File: config.mk
export PLATFORM = sky130hd
export DESIGN_NAME = measuring_vibrations_flat
export DESIGN_NICKNAME = d
export VERILOG_FILES = /design/src/rtl/measuring_vibrations_if.sv /design/src/rtl/measuring_vibrations.sv /design/src/flat_wrapper.sv
export SDC_FILE = /design/constraint.sdc
export NUM_CORES = 1
export LEC_CHECK = 0
export ABC_AREA = 1
export BUFFER_PORTS_ARGS = -buffer_cell sky130_fd_sc_hd__buf_2
export CAP_MARGIN = 10
export CELL_PAD_IN_SITES_DETAIL_PLACEMENT = 1
export CELL_PAD_IN_SITES_GLOBAL_PLACEMENT = 1
export CORE_ASPECT_RATIO = 0.6
export CORE_MARGIN = 5
export CORE_UTILIZATION = 45
export CTS_CLUSTER_SIZE = 24
export DETAILED_ROUTE_END_ITERATION = 12
export PLACE_DENSITY = 0.79
export SYNTH_ARGS = -nofsm -noshare
export SYNTH_HDL_FRONTEND = slang
export SYNTH_SLANG_ARGS = --single-unit
File: constraint.sdc
create_clock -name sys_clock -period 5.4 [get_ports sys_clock]
set_clock_uncertainty 0.05 [all_clocks]
set_input_delay 0.27 -clock sys_clock [delete_from_list [all_inputs] [get_ports sys_clock]]
set_output_delay 0.27 -clock sys_clock [all_outputs]
set_load 0.01 [all_outputs]
File: src/rtl/measuring_vibrations_if.sv
// Board-facing signal bundle for the vibration logger: accelerometer SPI link,
// accelerometer interrupt lines and the UART pair.
interface measuring_vibrations_if;
  logic MOSI;
  logic MISO;
  logic SCL;
  logic CS;
  logic INT1;
  logic INT2;
  logic UART_RX;
  logic UART_TX;

  modport master (output MOSI, SCL, CS, UART_TX, input MISO, INT1, INT2, UART_RX);
  modport slave  (input MOSI, SCL, CS, UART_TX, output MISO, INT1, INT2, UART_RX);
endinterface

File: src/rtl/measuring_vibrations.sv
// Accelerometer logger: configures the sensor over SPI mode 3, reads XYZ at the
// sample rate, shows X0 on LEDR and streams an A5-prefixed frame out of the UART.
module measuring_vibrations #(
  parameter int CLK_HZ     = 12_000_000,
  parameter int SPI_HALF   = 4,
  parameter int BAUD_DIV   = 104,
  parameter int SAMPLE_DIV = 120_000
) (
  input  logic                   sys_clock,
  input  logic                   reset,
  measuring_vibrations_if.master bus,
  output logic [7:0]             LEDR
);

  localparam int HALF_W   = (SPI_HALF   > 1) ? $clog2(SPI_HALF)   : 1;
  localparam int BAUD_W   = (BAUD_DIV   > 1) ? $clog2(BAUD_DIV)   : 1;
  localparam int SAMPLE_W = (SAMPLE_DIV > 1) ? $clog2(SAMPLE_DIV) : 1;
  localparam logic [HALF_W-1:0]   HALF_LAST   = HALF_W'(SPI_HALF - 1);
  localparam logic [BAUD_W-1:0]   BAUD_LAST   = BAUD_W'(BAUD_DIV - 1);
  localparam logic [SAMPLE_W-1:0] SAMPLE_LAST = SAMPLE_W'(SAMPLE_DIV - 1);
  // Half-periods per transaction: 2 guard, 1 lead, 16 per byte minus 1, 1 tail.
  localparam logic [7:0] CFG_STEPS  = 8'd35;
  localparam logic [7:0] READ_STEPS = 8'd115;

  typedef enum logic [2:0] {INIT_WAIT, CFG_WRITE, IDLE, READ, UART_SEND} state_t;

  state_t              state, next_state;
  logic [3:0]          init_cnt;
  logic [SAMPLE_W-1:0] sample_cnt;
  logic                sample_tick;
  logic [HALF_W-1:0]   half_cnt;
  logic                half_tick;
  logic [7:0]          step, next_step, spi_steps, data_pos;
  logic                in_spi, spi_start, spi_done;
  logic [3:0]          spi_byte;
  logic [2:0]          spi_bit;
  logic [7:0]          tx_byte;
  logic [6:0]          rx_shift;
  logic [7:0]          capture [6];
  logic [7:0]          frame [7];
  logic                cs_q, scl_q, mosi_q;
  logic [BAUD_W-1:0]   baud_cnt;
  logic [3:0]          uart_bit;
  logic [2:0]          uart_byte;
  logic                uart_tx_q, uart_done;
  logic                unused_inputs;

  assign sample_tick = (sample_cnt == SAMPLE_LAST);
  assign half_tick   = (half_cnt == HALF_LAST);
  assign in_spi      = (state == CFG_WRITE) || (state == READ);
  assign spi_steps   = (state == READ) ? READ_STEPS : CFG_STEPS;
  assign next_step   = step + 8'd1;
  assign data_pos    = next_step - 8'd3;
  assign spi_byte    = data_pos[7:4];
  assign spi_bit     = data_pos[3:1];
  assign spi_done    = in_spi && half_tick && (next_step == spi_steps);
  assign uart_done   = (state == UART_SEND) && (baud_cnt == BAUD_LAST) &&
                       (uart_bit == 4'd9) && (uart_byte == 3'd6);

  assign bus.CS      = cs_q;
  assign bus.SCL     = scl_q;
  assign bus.MOSI    = mosi_q;
  assign bus.UART_TX = uart_tx_q;
  assign unused_inputs = ^{bus.INT1, bus.INT2, bus.UART_RX, CLK_HZ[0]};

  always_ff @(posedge sys_clock or posedge reset) begin
    if (reset) begin
      sample_cnt <= '0;
    end else if (sample_tick) begin
      sample_cnt <= '0;
    end else begin
      sample_cnt <= sample_cnt + SAMPLE_W'(1);
    end
  end

  always_ff @(posedge sys_clock or posedge reset) begin
    if (reset) begin
      init_cnt <= '0;
    end else if (state == INIT_WAIT) begin
      init_cnt <= init_cnt + 4'd1;
    end
  end

  always_ff @(posedge sys_clock or posedge reset) begin
    if (reset) begin
      state <= INIT_WAIT;
    end else begin
      state <= next_state;
    end
  end

  // Ticks are only honoured in IDLE, so ones landing in READ/UART_SEND are lost.
  always_comb begin
    next_state = state;
    spi_start  = 1'b0;
    case (state)
      INIT_WAIT: if (init_cnt == 4'd15) begin
        next_state = CFG_WRITE;
        spi_start  = 1'b1;
      end
      CFG_WRITE: if (spi_done) next_state = IDLE;
      IDLE:      if (sample_tick) begin
        next_state = READ;
        spi_start  = 1'b1;
      end
      READ:      if (spi_done) next_state = UART_SEND;
      UART_SEND: if (uart_done) next_state = IDLE;
      default:   next_state = INIT_WAIT;
    endcase
  end

  always_comb begin
    tx_byte = 8'h00;
    if (state == CFG_WRITE) begin
      tx_byte = (spi_byte == 4'd0) ? 8'h2D : 8'h08;
    end else if (spi_byte == 4'd0) begin
      tx_byte = 8'hF2;
    end
  end

  // Even data steps are SCL falls (drive MOSI), odd ones are rises (sample MISO).
  always_ff @(posedge sys_clock or posedge reset) begin
    if (reset) begin
      step     <= '0;
      half_cnt <= '0;
      cs_q     <= 1'b1;
      scl_q    <= 1'b1;
      mosi_q   <= 1'b0;
      rx_shift <= '0;
      for (int i = 0; i < 6; i++) capture[i] <= '0;
    end else if (spi_start) begin
      step     <= '0;
      half_cnt <= '0;
    end else if (in_spi) begin
      if (!half_tick) begin
        half_cnt <= half_cnt + HALF_W'(1);
      end else begin
        half_cnt <= '0;
        step     <= next_step;
        if (next_step == 8'd2) begin
          cs_q <= 1'b0;
        end else if (next_step == spi_steps) begin
          cs_q   <= 1'b1;
          mosi_q <= 1'b0;
        end else if (next_step >= 8'd3) begin
          if (!data_pos[0]) begin
            scl_q  <= 1'b0;
            mosi_q <= tx_byte[~spi_bit];
          end else begin
            scl_q    <= 1'b1;
            rx_shift <= {rx_shift[5:0], bus.MISO};
            if ((state == READ) && (spi_bit == 3'd7) && (spi_byte != 4'd0)) begin
              capture[3'(spi_byte - 4'd1)] <= {rx_shift, bus.MISO};
            end
          end
        end
      end
    end
  end

  always_ff @(posedge sys_clock or posedge reset) begin
    if (reset) begin
      LEDR <= '0;
      for (int i = 0; i < 7; i++) frame[i] <= '0;
    end else if (spi_done && (state == READ)) begin
      LEDR     <= capture[0];
      frame[0] <= 8'hA5;
      for (int i = 1; i < 7; i++) frame[i] <= capture[i-1];
    end
  end

  // uart_bit 0 is the start bit, 1..8 data LSB first, 9 the stop bit.
  always_ff @(posedge sys_clock or posedge reset) begin
    if (reset) begin
      uart_tx_q <= 1'b1;
      baud_cnt  <= '0;
      uart_bit  <= '0;
      uart_byte <= '0;
    end else if (spi_done && (state == READ)) begin
      uart_tx_q <= 1'b0;
      baud_cnt  <= '0;
      uart_bit  <= '0;
      uart_byte <= '0;
    end else if (state == UART_SEND) begin
      if (baud_cnt != BAUD_LAST) begin
        baud_cnt <= baud_cnt + BAUD_W'(1);
      end else begin
        baud_cnt <= '0;
        if (uart_bit == 4'd9) begin
          uart_bit <= '0;
          if (uart_byte == 3'd6) begin
            uart_tx_q <= 1'b1;
          end else begin
            uart_byte <= uart_byte + 3'd1;
            uart_tx_q <= 1'b0;
          end
        end else begin
          uart_bit  <= uart_bit + 4'd1;
          uart_tx_q <= (uart_bit == 4'd8) ? 1'b1 : frame[uart_byte][uart_bit[2:0]];
        end
      end
    end
  end

endmodule

File: src/flat_wrapper.sv
// flat-port wrapper written by rule: the top's interface ports become plain ports
module measuring_vibrations_flat 
#(
  parameter int CLK_HZ     = 12_000_000,
  parameter int SPI_HALF   = 4,
  parameter int BAUD_DIV   = 104,
  parameter int SAMPLE_DIV = 120_000
)
  (sys_clock, reset, LEDR, bus_MOSI, bus_SCL, bus_CS, bus_UART_TX, bus_MISO, bus_INT1, bus_INT2, bus_UART_RX);
  measuring_vibrations_if bus_i ();
  input  logic sys_clock;
  input  logic reset;
  output logic [7:0] LEDR;
  output wire logic [$bits(bus_i.MOSI)-1:0] bus_MOSI;
  output wire logic [$bits(bus_i.SCL)-1:0] bus_SCL;
  output wire logic [$bits(bus_i.CS)-1:0] bus_CS;
  output wire logic [$bits(bus_i.UART_TX)-1:0] bus_UART_TX;
  input wire logic [$bits(bus_i.MISO)-1:0] bus_MISO;
  input wire logic [$bits(bus_i.INT1)-1:0] bus_INT1;
  input wire logic [$bits(bus_i.INT2)-1:0] bus_INT2;
  input wire logic [$bits(bus_i.UART_RX)-1:0] bus_UART_RX;
  assign bus_MOSI = bus_i.MOSI;
  assign bus_SCL = bus_i.SCL;
  assign bus_CS = bus_i.CS;
  assign bus_UART_TX = bus_i.UART_TX;
  assign bus_i.MISO = bus_MISO;
  assign bus_i.INT1 = bus_INT1;
  assign bus_i.INT2 = bus_INT2;
  assign bus_i.UART_RX = bus_UART_RX;
  measuring_vibrations #(.CLK_HZ(CLK_HZ), .SPI_HALF(SPI_HALF), .BAUD_DIV(BAUD_DIV), .SAMPLE_DIV(SAMPLE_DIV)) u_core (.sys_clock(sys_clock), .reset(reset), .bus(bus_i), .LEDR(LEDR));
endmodule
======== Word level (Yosys, flattened, before mapping) ========
Cells that the tools add are included.
word-level totals
  register bits ........................... 156
  input port bits ......................... 6
  output and inout bits ................... 12
  logic and storage cells ................. 152
operators by class
  add/sub/neg operators ................... 9
  magnitude comparators ................... 6
  equality and inequality tests ........... 23
  multiplexer cells ....................... 54
  bitwise gates (word level) .............. 6
  reduce and logical (&&, ||, !) cells .... 28
operator list
  kind                                                                                 count
  8-bit two-way mux                                                                    8
  48-bit bitwise mux                                                                   1
  3-bit two-way mux                                                                    10
  7-bit two-way mux                                                                    4
  8-bit binary-select mux with 3-bit select                                            1
  8-bit demux with 3-bit select                                                        1
  17-bit by 1-bit adder with 17-bit output, second input constant                      1
  17-bit == test, second input constant                                                1
  17-bit two-way mux                                                                   1
  1-bit two-way mux                                                                    16
  4-bit two-way mux                                                                    4
  3-bit one-hot mux with 5 select lines                                                1
  4-bit == test, second input constant                                                 3
  2-bit by 1-bit inequality test with 1-bit output, second input constant              6
  6-bit AND reduction                                                                  2
  2-bit nonzero test                                                                   6
  3-bit == test, second input constant                                                 3
  1-bit logical AND                                                                    9
  4-bit by 1-bit adder with 4-bit output, second input constant                        2
  8-bit by 1-bit adder with 8-bit output, second input constant                        1
  8-bit by 2-bit == test with 1-bit output, second input constant                      1
  8-bit == test                                                                        1
  4-bit greater-or-equal comparator, second input constant                             2
  8-bit by 2-bit greater-or-equal comparator with 1-bit output, second input constant  1
  other kinds (29)                                                                     40

======== Depth between registers and ports, before layout ========
  depth after elaboration ................. 11
  mapped depth ............................ 18

======== Worst setup path before layout ========
OpenSTA, ideal clock, no wires.
  kind .................................... register to register
  start point ............................. reg u_core.step[0]
  end point ............................... reg u_core.capture[16] (netlist bit)
  data arrival time ....................... 2702 ps
  data required time ...................... 5285 ps
  setup slack ............................. 2582 ps
  cell stages (with the launch flop) ...... 16
  clock period less this slack ............ 2818 ps
  cells stage by stage .................... dfrtp_1 > ha_1 > nor2_1 > inv_2 > nand2_2 > nand3_2 > nor2_2 > xor2_2 > inv_2 > ha_1 > clkbuf_1 > inv_1 > nand4_2 > nor2_2 > nand2_1 > nand2_1
on the way
  word-level cells in the longest chain between the ends .. 9
ends and longest elaborated chain
  what                                                                                                                              RTL line                     text
  start, declared                                                                                                                   measuring_vibrations.sv:33   logic [7:0] step, next_step, spi_steps, data_pos;
  start signal, assigned                                                                                                            measuring_vibrations.sv:139  step <= next_step;
  8-bit by 1-bit adder with 8-bit output *                                                                                          measuring_vibrations.sv:52   assign next_step = step + 8'd1;
  8-bit by 2-bit subtractor with 8-bit output                                                                                       measuring_vibrations.sv:53   assign data_pos = next_step - 8'd3;
  3-bit by 1-bit subtractor with 3-bit output                                                                                       measuring_vibrations.sv:153  capture[3'(spi_byte - 4'd1)] <= {rx_shift, bus.MISO};
  3-bit NOT with 4-bit output (implied by the code)                                                                                 measuring_vibrations.sv:153
  4-bit greater-or-equal comparator (implied by the code) or 4-bit by 1-bit less-than comparator with 1-bit output (tied branches)  measuring_vibrations.sv:153
  1-bit logical AND (implied by the code)                                                                                           measuring_vibrations.sv:153
  8-bit two-way mux (implied by the code)                                                                                           measuring_vibrations.sv:153
  8-bit demux with 3-bit select                                                                                                     measuring_vibrations.sv:153
  48-bit bitwise mux                                                                                                                measuring_vibrations.sv:153
  end signal, assigned by index                                                                                                     measuring_vibrations.sv:153
  end, declared                                                                                                                     measuring_vibrations.sv:39   logic [7:0] capture [6];
Mark *: on every way between the ends. The rest lies on a longest branch, timed or not.
A chain may end at the register's enable or synchronous reset.

======== Final worst setup path ========
  start point ............................. reg u_core.step[0]
  end point ............................... reg u_core.capture[31] (netlist bit)
Same word-level chain as after synthesis.

==> implementation parameters <==
Parameter                              Value

Outcome
  Result of the run    complete, no violations

Clock network
  Worst-Skew Late Latency    0.43 ns
  Number of hold buffers added after cts    1
  Post-cts resize count    0
  CTS Buf Count    17
  Number of buffers inserted to repair setup after CTS    0
  CTS root buffer    clkbuf_16
  TritonCTS clock tree    done
  Clock-pin slew on the worst setup and hold paths    0.07 ns
  H-tree depth    4
  Number of sinks on the clock net    between 150 and 200
  Number of buffers between clock root and the deepest sink    2

Timing
  Slew headroom    0.398
  Setup repair after global routing missed its margin    no
  Post-route fraction of the period consumed by the critical path    0.677
  Setup violations, final    0
  Min Clock Period, post-route    3.66 ns
  Hold Fails Final Rpt    0
  Final max-slew violation count    0
  Worst-Margin Slew    0.894 ns
  Peak clock frequency supported by timing    between 0.2 and 0.3 GHz
  Total negative slack for setup checks    0 ns

Finish
  Area growth from synthesis to layout    10.2%
  Most common cell after layout, fill and taps aside    nand2_1
  Utilization of the core after routing    0.508
  Post-route non-filler standard cell count    1,218
  Total number of nets in the final design    991
  FILL cells    2,102
  Diode insertion count for antenna repair    0
  Proportion of layout cells with a drive suffix above 1    0.0925
  Most frequent cells in the layout    258 x nand2_1, 153 x dfrtp_1, 127 x inv_1, 93 x o21ai_0, 59 x nor2_1

Power and ir drop
  Power density cells    between 200 and 300 nW/µm²
  Leakage power    0.00413 µW
  Worst supply voltage drop on vdd    0.241 mV

Die
  Total number of placement rows    37
  I/O pins    18
  Initial cell density of the core    0.460
  Die area    20,400 µm²
  Die H    113 µm
  Core ar.    between 15,000 and 20,000 µm²
  Die width    181 µm

Flow run
  MaxCap Viol Count    0

Detailed routing
  Vias/cell    5.26
  Pre-antenna DRT Iters    5
  Antenna Nets Post-Route    0
  Post-detailed-route wirelength per cell    17.7 µm
  Total length of routed wires    21,600 µm
  Total vias in the final route    6,409
  Drc violations    0
  DRT iter0 DRCs    about 460

Global route
  Global-route track usage on met3    0.0531
  Layer with the highest usage    met1
  Gr ovfl total    0
  Global routing usage on met1    0.340
  Pin count of the biggest net entering global routing    87
  Global-route wire length before repair    35,600 µm
  Vias in the first global route    6,450
  Gr usage total    0.222
  Number of antenna violations at the first check in global routing    0
  M2 GR Usage    0.316

Critical path
  Data required time at the worst endpoint    5.72 ns
  FF-to-FF Start    u_core.step[0]
  Worst Setup Start Kind    flop
  Highest fanout seen on the critical path    36
  Crit path DAT    3.98 ns
  Critical path startpoint    u_core.step[0]
  Path type of the worst setup path    reg2reg
  Endpoint class of the critical path    flop

Place
  Detail Placement HPWL    15,100 µm
  IO Port Bufs    14
  Number of cells in the design after placement    1,184
  Routability cong.    0.845

Yosys
  Yosys reg bits    between 150 and 200
  Total number of yosys warnings    0
  Synth area leaders    dfrtp_1 48%, nand2_1 12%, inv_1 6.1%, o21ai_0 5.9%, o21bai_1 4.7%
  Biggest area consumer among synthesized cells    dfrtp_1
  Number of enable-type register cells in the synthesized netlist    0
  Syn Area/Cell    8.17 µm²
  Post-synthesis net count    988
  Cell area after technology mapping    about 7900 µm²
  Fraction of synthesis flops using an asynchronous set or reset pin    1.00
  Seq/Total Area, Yosys    0.494
  Library cells used by synthesis    41
  Most frequently used flop master after synthesis    dfrtp_1
  Post-synthesis cell count    968
  Synth top area share    0.484

Hold path
  HP Class    in2reg
  Hold path startpoint    bus_MISO
[through the flow]
stage	total power, µW	setup WS [ns]	hold slack [ns]	cell area, µm²
after floorplan	1210	0.878	0.337	7910
after global placement	1230	1.87	0.360	8120
after detailed placement	1230	1.78	0.361	8120
after CTS	2430	1.71	0.139	8710
after global routing	2500	1.42	0.144	8720
final	2410	1.74	0.152	8720
[flip-flops by register name, summed over array words and instances, names as in the netlist, 4 cells and up]
name	flops
u_core.LEDR	8
u_core.baud_cnt	7
u_core.capture	48
u_core.frame	41
u_core.init_cnt	4
u_core.rx_shift	7
u_core.sample_cnt	17
u_core.step	8
u_core.uart_bit	4
[worst paths after layout]
path                                        endpoint  slack [ns]  cells after the start
worst min register to register  u_core.sample_cnt[0]        0.42                      1
worst max register to register    u_core.capture[31]        1.74                     17
worst max-delay path              u_core.capture[31]        1.74                     17
worst min-delay path              u_core.capture[16]        0.15                      3
max in group asynchronous         u_core.baud_cnt[4]        3.77                      4
min in group asynchronous         u_core.rx_shift[4]        0.42                      3
[synth_stat cells (2+ instances only)]
library cell / number
dfrtp_1: 153
o21ai_0: 93
o22ai_1: 8
or2_2: 2
nor2_2: 11
inv_2: 4
nand3_2: 2
clkbuf_2: 2
clkbuf_1: 18
buf_2: 8
nand4_1: 11
ha_1: 14
nor2_1: 59
nand2_2: 4
o21ai_1: 2
xnor2_1: 6
o21bai_1: 50
buf_4: 8
nand4_2: 6
o211ai_1: 11
a211oi_1: 2
nor3_1: 14
dfstp_2: 3
nand2_1: 258
xor2_1: 9
a21oi_1: 17
inv_1: 128
nor4_1: 3
o31ai_1: 2
nand3_1: 47
buf_6: 3
[final cells by class]
| class | count | area, µm² | area share |
|---|---|---|---|
| inverters | 132 | 500 | 0.0574 |
| clock inverters | 13 | 133 | 0.0152 |
| well taps | 234 | 293 | 0.0336 |
| multi-input cells | 641 | 3290 | 0.378 |
| clock buffers | 19 | 453 | 0.0520 |
| flip-flops and latches | 156 | 3910 | 0.448 |
| repair buffers | 23 | 138 | 0.0158 |
[cells by family (layout without fill, tap and decap cells)]
kind of cell / Yosys count / in the layout / share of synthesized area
AOI/OAI and AO/OA: 188 / 188 / 0.142
buffers and inverters: 171 / 187 / 0.0894
and+or+nand+nor: 421 / 421 / 0.231
adders and majority gates: 14 / 14 / 0.0222
DFF: 156 / 156 / 0.494
muxes: 2 / 2 / 0.00269
xor gates and xnor gates: 16 / 16 / 0.0187
[worst max-delay path, cell delays in order (launching register included)]
cell and delay (ns):
dfrtp_1 0.47, ha_1 0.26, nor2_1 0.12, inv_2 0.04, nand2_2 0.10, nand3_2 0.11
nor2_2 0.25, xor2_2 0.32, inv_2 0.13, ha_1 0.22, inv_1 0.07, nor2_2 0.04
nand2_1 0.12, nand3_4 0.38, buf_4 0.38, nor2_2 0.31, nand2_1 0.11, nand2_1 0.09
[routing by layer]
| layer | wire length [µm] | up-vias |
|---|---|---|
| met5 | 0 | - |
| met4 | 257 | 0 |
| met3 | 1130 | 17 |
| met2 | 8830 | 118 |
| met1 | 11400 | 3153 |
| li1 | - | 3121 |
[report_power, final]
group          leakage [µW]  total, µW  switching (µW)  internal [µW]
clock network      0.000280       1210             535            671
registers           0.00209       1180            6.53           1170
logic               0.00176       28.5            25.8           2.77
(Power assumes the default switching activity.)
